==> src/rtl/bus_rr_arbiter_pkg.sv <==
// bus_rr_arbiter_pkg: shared bus header with owner codes, arbiter states and polarity constants
package bus_rr_arbiter_pkg;
  localparam int BusOwnerBus = 2;
  localparam logic [BusOwnerBus-1:0] BUS_OWNER_MASTER_0 = 2'd0;
  localparam logic [BusOwnerBus-1:0] BUS_OWNER_MASTER_1 = 2'd1;
  localparam logic [BusOwnerBus-1:0] BUS_OWNER_MASTER_2 = 2'd2;
  localparam logic [BusOwnerBus-1:0] BUS_OWNER_MASTER_3 = 2'd3;
  localparam logic ENABLE_ = 1'b0;
  localparam logic DISABLE_ = 1'b1;
  typedef enum logic {
    BUS_ARB_STATE_ARB  = 1'b0,
    BUS_ARB_STATE_BUSY = 1'b1
  } arb_state_t;
  function automatic logic [3:0] grant_of(logic [BusOwnerBus-1:0] o);
    return o == BUS_OWNER_MASTER_3 ? 4'b0111 :
           o == BUS_OWNER_MASTER_2 ? 4'b1011 :
           o == BUS_OWNER_MASTER_1 ? 4'b1101 : 4'b1110;
  endfunction
endpackage

==> src/rtl/bus_rr_pick.sv <==
// bus_rr_pick: combinational round-robin picker searching upward from owner+1 with wrap
module bus_rr_pick
  import bus_rr_arbiter_pkg::*;
(
  input  logic [BusOwnerBus-1:0] owner,
  input  logic [3:0]             req,
  output logic [BusOwnerBus-1:0] nxt,
  output logic                   vld
);
  always_comb begin
    nxt = owner;
    vld = 1'b0;
    for (int k = 3; k >= 1; k--) begin
      if (req[owner + BusOwnerBus'(k)]) begin
        nxt = owner + BusOwnerBus'(k);
        vld = 1'b1;
      end
    end
  end
endmodule

==> src/rtl/bus_rr_arbiter.sv <==
// bus_rr_arbiter: four-master round-robin bus arbiter; optional watchdog under BUS_ARB_TIMEOUT_EN
module bus_rr_arbiter
  import bus_rr_arbiter_pkg::*;
#(
  parameter int TIMEOUT_CYC = 255,
  parameter int TO_CNT_W    = 8
) (
  input  logic       clk,
  input  logic       reset,
  input  logic       m0_req_,
  input  logic       m1_req_,
  input  logic       m2_req_,
  input  logic       m3_req_,
  output logic       m0_grnt_,
  output logic       m1_grnt_,
  output logic       m2_grnt_,
  output logic       m3_grnt_,
  input  logic       m_as_,
  input  logic       s_rdy_,
  output logic       m_rdy_,
  output logic       bus_err,
  output logic [1:0] err_owner,
  input  logic       err_clr
);
  arb_state_t state, state_nxt;
  logic [BusOwnerBus-1:0] owner, owner_nxt, pick;
  logic [3:0] req_n, grnt;
  logic pick_vld, fire;
  assign req_n = {m3_req_, m2_req_, m1_req_, m0_req_};
  bus_rr_pick u_pick (
    .owner(owner),
    .req  (~req_n),
    .nxt  (pick),
    .vld  (pick_vld)
  );
  always_ff @(posedge clk) begin
    if (reset) begin
      state <= BUS_ARB_STATE_ARB;
      owner <= BUS_OWNER_MASTER_0;
      grnt  <= grant_of(BUS_OWNER_MASTER_0);
    end else begin
      state <= state_nxt;
      owner <= owner_nxt;
      grnt  <= grant_of(owner_nxt);
    end
  end
  // A strobe in ARB takes priority over a release in the same cycle
  always_comb begin
    state_nxt = state == BUS_ARB_STATE_ARB
      ? ((m_as_ == ENABLE_ && s_rdy_ == DISABLE_) ? BUS_ARB_STATE_BUSY : BUS_ARB_STATE_ARB)
      : ((s_rdy_ == ENABLE_ || fire) ? BUS_ARB_STATE_ARB : BUS_ARB_STATE_BUSY);
    owner_nxt = (state == BUS_ARB_STATE_ARB && m_as_ == DISABLE_ && req_n[owner] == DISABLE_ && pick_vld)
      ? pick : owner;
  end
  always_comb begin
    m_rdy_ = fire ? ENABLE_ : s_rdy_;
    {m3_grnt_, m2_grnt_, m1_grnt_, m0_grnt_} = grnt;
  end
`ifdef BUS_ARB_TIMEOUT_EN
  logic [TO_CNT_W-1:0] cnt;
  assign fire = state == BUS_ARB_STATE_BUSY && s_rdy_ == DISABLE_ && cnt == TO_CNT_W'(TIMEOUT_CYC - 1);
  always_ff @(posedge clk) begin
    if (reset) begin
      cnt       <= '0;
      bus_err   <= 1'b0;
      err_owner <= '0;
    end else begin
      cnt     <= state == BUS_ARB_STATE_BUSY ? cnt + TO_CNT_W'(s_rdy_) : '0;
      bus_err <= fire | (bus_err & ~err_clr);
      if (fire) err_owner <= owner;
    end
  end
`else
  logic unused_cfg;
  assign fire       = 1'b0;
  assign bus_err    = 1'b0;
  assign err_owner  = '0;
  assign unused_cfg = err_clr ^ (TIMEOUT_CYC > 0) ^ (TO_CNT_W > 0);
`endif
endmodule

==> config.mk <==
export PLATFORM = sky130hd
export DESIGN_NAME = bus_rr_arbiter
export DESIGN_NICKNAME = d
export VERILOG_FILES = /design/src/rtl/bus_rr_arbiter_pkg.sv /design/src/rtl/bus_rr_pick.sv /design/src/rtl/bus_rr_arbiter.sv
export SDC_FILE = /design/constraint.sdc
export NUM_CORES = 1
export LEC_CHECK = 0
export ABC_AREA = 1
export BUFFER_PORTS_ARGS = -buffer_cell sky130_fd_sc_hd__buf_2
export CORE_AREA = 3 3 40 42
export CTS_CLUSTER_DIAMETER = 30
export DETAILED_ROUTE_END_ITERATION = 8
export DIE_AREA = 0 0 43 45
export PLACE_DENSITY = 0.64
export SLEW_MARGIN = 20
export SYNTH_ARGS = -nofsm -noshare
export SYNTH_HDL_FRONTEND = slang
export SYNTH_SLANG_ARGS = --single-unit
==> constraint.sdc <==
create_clock -name clk -period 1.5 [get_ports clk]
set_input_delay 0.075 -clock clk [delete_from_list [all_inputs] [get_ports clk]]
set_output_delay 0.075 -clock clk [all_outputs]
set_load 0.01 [all_outputs]
# After elaboration in Yosys (flattened, before gate mapping)

Index checks and enable logic that the tools add are counted.

Register bits: 7
Bits of input ports: 9
Word-level logic and storage cells: 45
RAM bits: 0
ROM bits: 0
Output and inout port bits: 8
Bits in latches: 0
Memories kept: 0

$add $sub $neg: 3
Multiply operators: 0
Shift-type cells: 0
Div/mod/pow operators: 0
Bitwise gates (word level): 3
Reductions and logical operators: 6
Eq/ne operators: 3
Magnitude comparators: 4
Muxes and demuxes: 21

Operators by type and width:

| cell                                                       | count |
|---|---|
| less-than comparator 2 x 3 -> 1 bit, second input constant | 4 |
| 2-to-1 mux 1 bit                                           | 10 |
| 2-to-1 mux 2 bit                                           | 5 |
| binary-select mux 1 bit (select 2 bit)                     | 4 |
| adder 2 bit, second input constant                         | 2 |
| == test 2 bit, second input constant                       | 2 |
| logical AND 1 bit                                          | 4 |
| 2-to-1 mux 4 bit                                           | 1 |
| NOT 4 bit                                                  | 1 |
| 2-to-1 mux 3 bit                                           | 1 |
| OR reduction 3 bit                                         | 1 |
| adder 2 x 1 -> 2 bit, second input constant                | 1 |
| == test 2 x 1 -> 1 bit, second input constant              | 1 |
| NOT 1 bit                                                  | 2 |
| OR reduction 2 bit                                         | 1 |

# Depth between registers and ports, before layout

Depth after elaboration: 12
Mapped depth: 14
Gate-level depth less buffers: 13

# By module

From an unflattened synthesis, not the netlist that was laid out.

Cells, all modules: 101
Area total of the unflattened synthesis: 625.6 µm²

By module, submodules not included:

| module         | seq. area each (µm²) | cells each | instances | area each (µm²) |
|---|---|---|---|---|
| bus_rr_arbiter | 140.1                | 55         | 1         | 414.1 |
| bus_rr_pick    | 0.0                  | 46         | 1         | 211.5 |

# Worst setup path before layout

OpenSTA, ideal clock, no wires.

Kind: register -> register
From: register owner[0]
To: register grnt[2]
Arrival: 1.180 ns
Required time: 1.379 ns
Path slack: 0.199 ns
Library setup time: 0.121 ns
Buffers on the path: 1
Cell stages (with the launch flop): 15
Clock period less this slack: 1.301 ns
Path through: dfxtp_1 > buf_6 > inv_6 > nand2_2 > nand2_2 > nor2_2 > inv_1 > nand2_2 > nand2_2 > nand2_2 > nand2_1 > nand2_2 > nand2_1 > inv_1 > nand3_1

Cells in the longest elaborated chain, start to end: 10
Elaborated cells between the ends (all ways): 24
Those cells by class: add/sub (3); eq/ne (2); mux (16); reduce/logical (3)

Ends and longest elaborated chain:

| element                                                       | RTL line                                           | RTL |
|---|---|---|
| from (decl)                                                   | bus_rr_arbiter.sv:26                               | `logic [BusOwnerBus-1:0] owner, owner_nxt, pick;` |
| from (signal assigned)                                        | bus_rr_arbiter.sv:43                               | `owner <= owner_nxt;` |
| adder 2 bit                                                   | bus_rr_pick.sv:14, bus_rr_pick.sv:15               |  |
| binary-select mux 1 bit (select 2 bit)                        | bus_rr_pick.sv:14                                  | `if (req[owner + BusOwnerBus'(k)]) begin` |
| 2-to-1 mux 1 bit (implied by the code)                        | bus_rr_pick.sv:14                                  |  |
| 2-to-1 mux 1 bit (3 in a row)                                 | bus_rr_pick.sv:14                                  |  |
| logical AND 1 bit                                             | bus_rr_arbiter.sv:52                               | `owner_nxt = (state == BUS_ARB_STATE_ARB && m_as_ == DISABLE_ && req_n[owner] == DISABLE_ && pick_vld)` |
| 2-to-1 mux 2 bit *                                            | bus_rr_arbiter.sv:53                               | `? pick : owner;` |
| == test 2 bit (on tied branches)                              | bus_rr_arbiter_pkg.sv:16, bus_rr_arbiter_pkg.sv:15 |  |
| 2-to-1 mux 3 bit / OR reduction 2 bit (equally long branches) | n/a                                                |  |
| to (signal assigned)                                          | bus_rr_arbiter.sv:40                               | `grnt <= grant_of(BUS_OWNER_MASTER_0);` |
| to (signal assigned)                                          | bus_rr_arbiter.sv:44                               | `grnt <= grant_of(owner_nxt);` |
| to (decl)                                                     | bus_rr_arbiter.sv:27                               | `logic [3:0] req_n, grnt;` |

Mark *: on every way between the ends. The rest lies on a longest branch, timed or not. The select of a mux whose other input is x is not followed.
A chain may end at the register's enable or synchronous reset.

# Worst setup path in the final report

Same ends and word-level chain as after synthesis.

==> results.md <==
* CP max FO at 10
* Max Clk Rate at 719 MHz
* # diodes at 0
* Core area at 0.00128 mm2
* Mapped Area at 531 um2
* Post-synth top cells: nand2_1, inv_1, nand2_2
* Hold path cells at 3
* Vias in the first global route at 402
* Min-delay src: s_rdy_
* GPL Wtd Cong at 0.815
* Final hold vios at 0
* Synthesized instance count at 84
* Yosys cell types at 19
* Synth top area share at 0.264
* Critical path depth in cells at 14
* Reg2reg start: owner[0]
* Initial antenna violation count at 0
* Setup CP Type: flip-flop to flip-flop
* Share of cells above drive strength 1 at 0.480
* Hold/Removal Path Class: primary input to flip-flop
* Root buf cell: clkbuf_4
* Max_cap viols at 0
* Startpoint types: flip-flop
* Avg Cell Area, Syn at 6.32 um2
* RSZ-0062 raised after global routing: yes
* Pwr dens at 1130 mW/mm2
* Avg WL per Cell at 8.75 um
* Setup_tns at 0 ns
* CTS Buf Count at 3
* Final setup viols at 0
* DR vias/cell at 4.44
* Switch share at 0.395
* Worst-case reg-to-reg path depth at 14
* Initial Utilization at 0.413
* Clock sink count at 7
* Worst setup EP type: flip-flop
* Worst-case clock buffer depth at 2
* Logic pwr share at 0.475
* Cell repeated most along the worst path: nand2_2
* R2R setup slack at 0.11 ns
* Grt total ovfl at 0
* Die area at 0.00194 mm2
* DRC viols at 0
* Post-synth ARST share at 0
* Tmin final at 1.39 ns
* Clk network pwr share at 0.224
* Worst Path Buf+Inv at 4
* Die Width at 43 um
* Clk_skew at 0.00213 ns
* Synth Warn # at 0
* Post-synth EDFFs at 0
* Psw at 0.000297 W
* Fin cells at 115
* CTS tree: yes
* Slowest stage delay, CP at 0.34 ns
* Main synth FF type: dfxtp_1
* Int Power at 0.000454 W
* First-pass GRT wire length at 1550 um
* Area growth from synthesis to final layout at 24.8%
* Final WL at 1010 um
* Flop pwr share at 0.301
* # IOs at 17
* Final Slew Violations at 0
* # rows at 13
* Post-synthesis sequential area ratio at 0.264
* Top post-synthesis cells by area: dfxtp_1, nand2_1, nand2_2
* Outcome: completed
* P_leak at 0.351 nW
* R2R Path End: grnt[2]
* Crit path DAT at 1.53 ns
* Fillcell total at 125
* GR Util All Layers at 0.107
* Worst VDD drop at 0.730 mV
* Design area at 662 um2
* Overall die height at 45 um
* Reg clk slew, reported paths at 0.05 ns
* HPWL after DPL at 767 um
* Post-DP Area at 596 um2
* Critical path cell sequence: buf_12 -> inv_8 -> nand2_2 -> nand2_2 -> nor2_2 -> inv_1 -> nand2_2 -> nand2_2 -> nand2_2 -> nand2_2 -> nand2_2 -> nand2_2 -> inv_1 -> nand3_1
* Critical path's top delay family: simple AND/OR/NAND/NOR gates
* Clock latency on the worst-skew pair at 0.25 ns
* Antenna Violating Nets Remaining at 0
* Placed insts at 109
* H-tree Lvls at 1
* Yosys top cell by area: dfxtp_1
* Worst min-delay path endpoint: state
* DR iter-0 viols at 3
* Vias post-DR at 511
* Largest net degree at the start of global routing at 11
* Fin nets at 110
* Slowest CP cell: dfxtp_2
* Count leader, synth: nand2_1
* CP required at 1.64 ns
* IO Port Bufs at 12
* Synthesis-stage register bit count at 7
* Final worst-path cycle share at 0.927
* DRT Pass-1 Iters at 4
-- power groups by stage --
stage          clock network (W)  logic (W)  registers [W]
2_1_floorplan                  0   0.000254       0.000233
6_report                0.000169   0.000357       0.000226
3_5_place_dp                   0   0.000328       0.000227
4_1_cts                 0.000175   0.000331       0.000223
5_1_grt                 0.000181   0.000401       0.000227
3_3_place_gp                   0   0.000320       0.000227
-- cell families after synthesis --
kind of cell	after synthesis	share of synthesized area
buffers and inverters	21	0.200
other	1	0.00707
DFF	7	0.264
AOI/OAI and AO/OA	5	0.0731
and+or+nand+nor	50	0.455
-- metrics by stage --
| step | hold slack [ns] | util | setup slack, ns | power [W] |
|---|---|---|---|---|
| after floorplan | 0.143 | - | 0.199 | 0.000488 |
| after global placement | 0.263 | 0.463 | 0.0880 | 0.000547 |
| after detailed placement | 0.261 | 0.463 | 0.0513 | 0.000554 |
| after CTS | 0.0572 | 0.492 | 0.0360 | 0.000729 |
| after global routing | 0.0596 | 0.515 | -0.0233 | 0.000810 |
| final | 0.0614 | 0.515 | 0.109 | 0.000751 |
-- layout by cell type (no fill, tap or decap) --
| cell type | synthesis | final |
|---|---|---|
| o21ai_1 | 0 | 1 |
| buf_4 | 4 | 1 |
| a21oi_2 | 1 | 1 |
| o211ai_1 | 1 | 1 |
| nand2_1 | 28 | 22 |
| inv_8 | 0 | 1 |
| o21ai_2 | 2 | 2 |
| nand3_2 | 1 | 1 |
| nor2_2 | 2 | 3 |
| clkbuf_1 | 0 | 1 |
| inv_1 | 13 | 12 |
| dfxtp_1 | 7 | 5 |
| clkbuf_4 | 0 | 3 |
| conb_1 | 1 | 3 |
| dfxtp_2 | 0 | 2 |
| nand4_1 | 2 | 2 |
| nand3_1 | 2 | 2 |
| buf_12 | 0 | 1 |
| buf_2 | 0 | 12 |
| nor2_4 | 1 | 1 |
| inv_2 | 2 | 3 |
| nand2_2 | 11 | 17 |
| dlygate4sd3_1 | 0 | 1 |
| nor2_1 | 3 | 2 |
-- sequential cells by signal (all words and copies together), names as in the netlist --
name and cells:
grnt 4, state 1, owner 2
-- how the worst max path moves through the flow --
stage	startpoint	end	slack (ns)
2_1_floorplan	owner[0]	grnt[2]	0.20
3_3_place_gp	owner[0]	grnt[2]	0.09
3_5_place_dp	owner[0]	grnt[2]	0.05
4_1_cts	owner[0]	grnt[2]	0.04
5_1_grt	owner[0]	grnt[0]	-0.02
6_report	owner[0]	grnt[2]	0.11
-- layer usage --
layer,wire length (um),GRT usage
met5,0,0
met4,6,0.0361
met3,63,0.0359
met2,482,0.168
met1,454,0.138
-- timing repair --
action	4_1_cts	5_1_grt
endpoints found under the hold margin	1	0
hold buffers	1	0
setup endpoints to repair	0	5
gates resized for setup	0	12
setup buffers	0	1
-- cell type report --
| cell class | count | area [um2] | area share |
|---|---|---|---|
| multi-input cells | 58 | 309 | 0.467 |
| flip-flops and latches | 7 | 143 | 0.216 |
| repair buffers | 15 | 97.6 | 0.147 |
| inverters | 16 | 67.6 | 0.102 |
| clock buffers | 4 | 26.3 | 0.0397 |
| well taps | 15 | 18.8 | 0.0284 |
-- worst register-to-register path: cells and delay by family (launching register included) --
kind                   cells  cell delay, ns
buffers and inverters      4            0.28
DFF                        1            0.34
and+or+nand+nor           10            0.65
(Power assumes the default switching activity.)
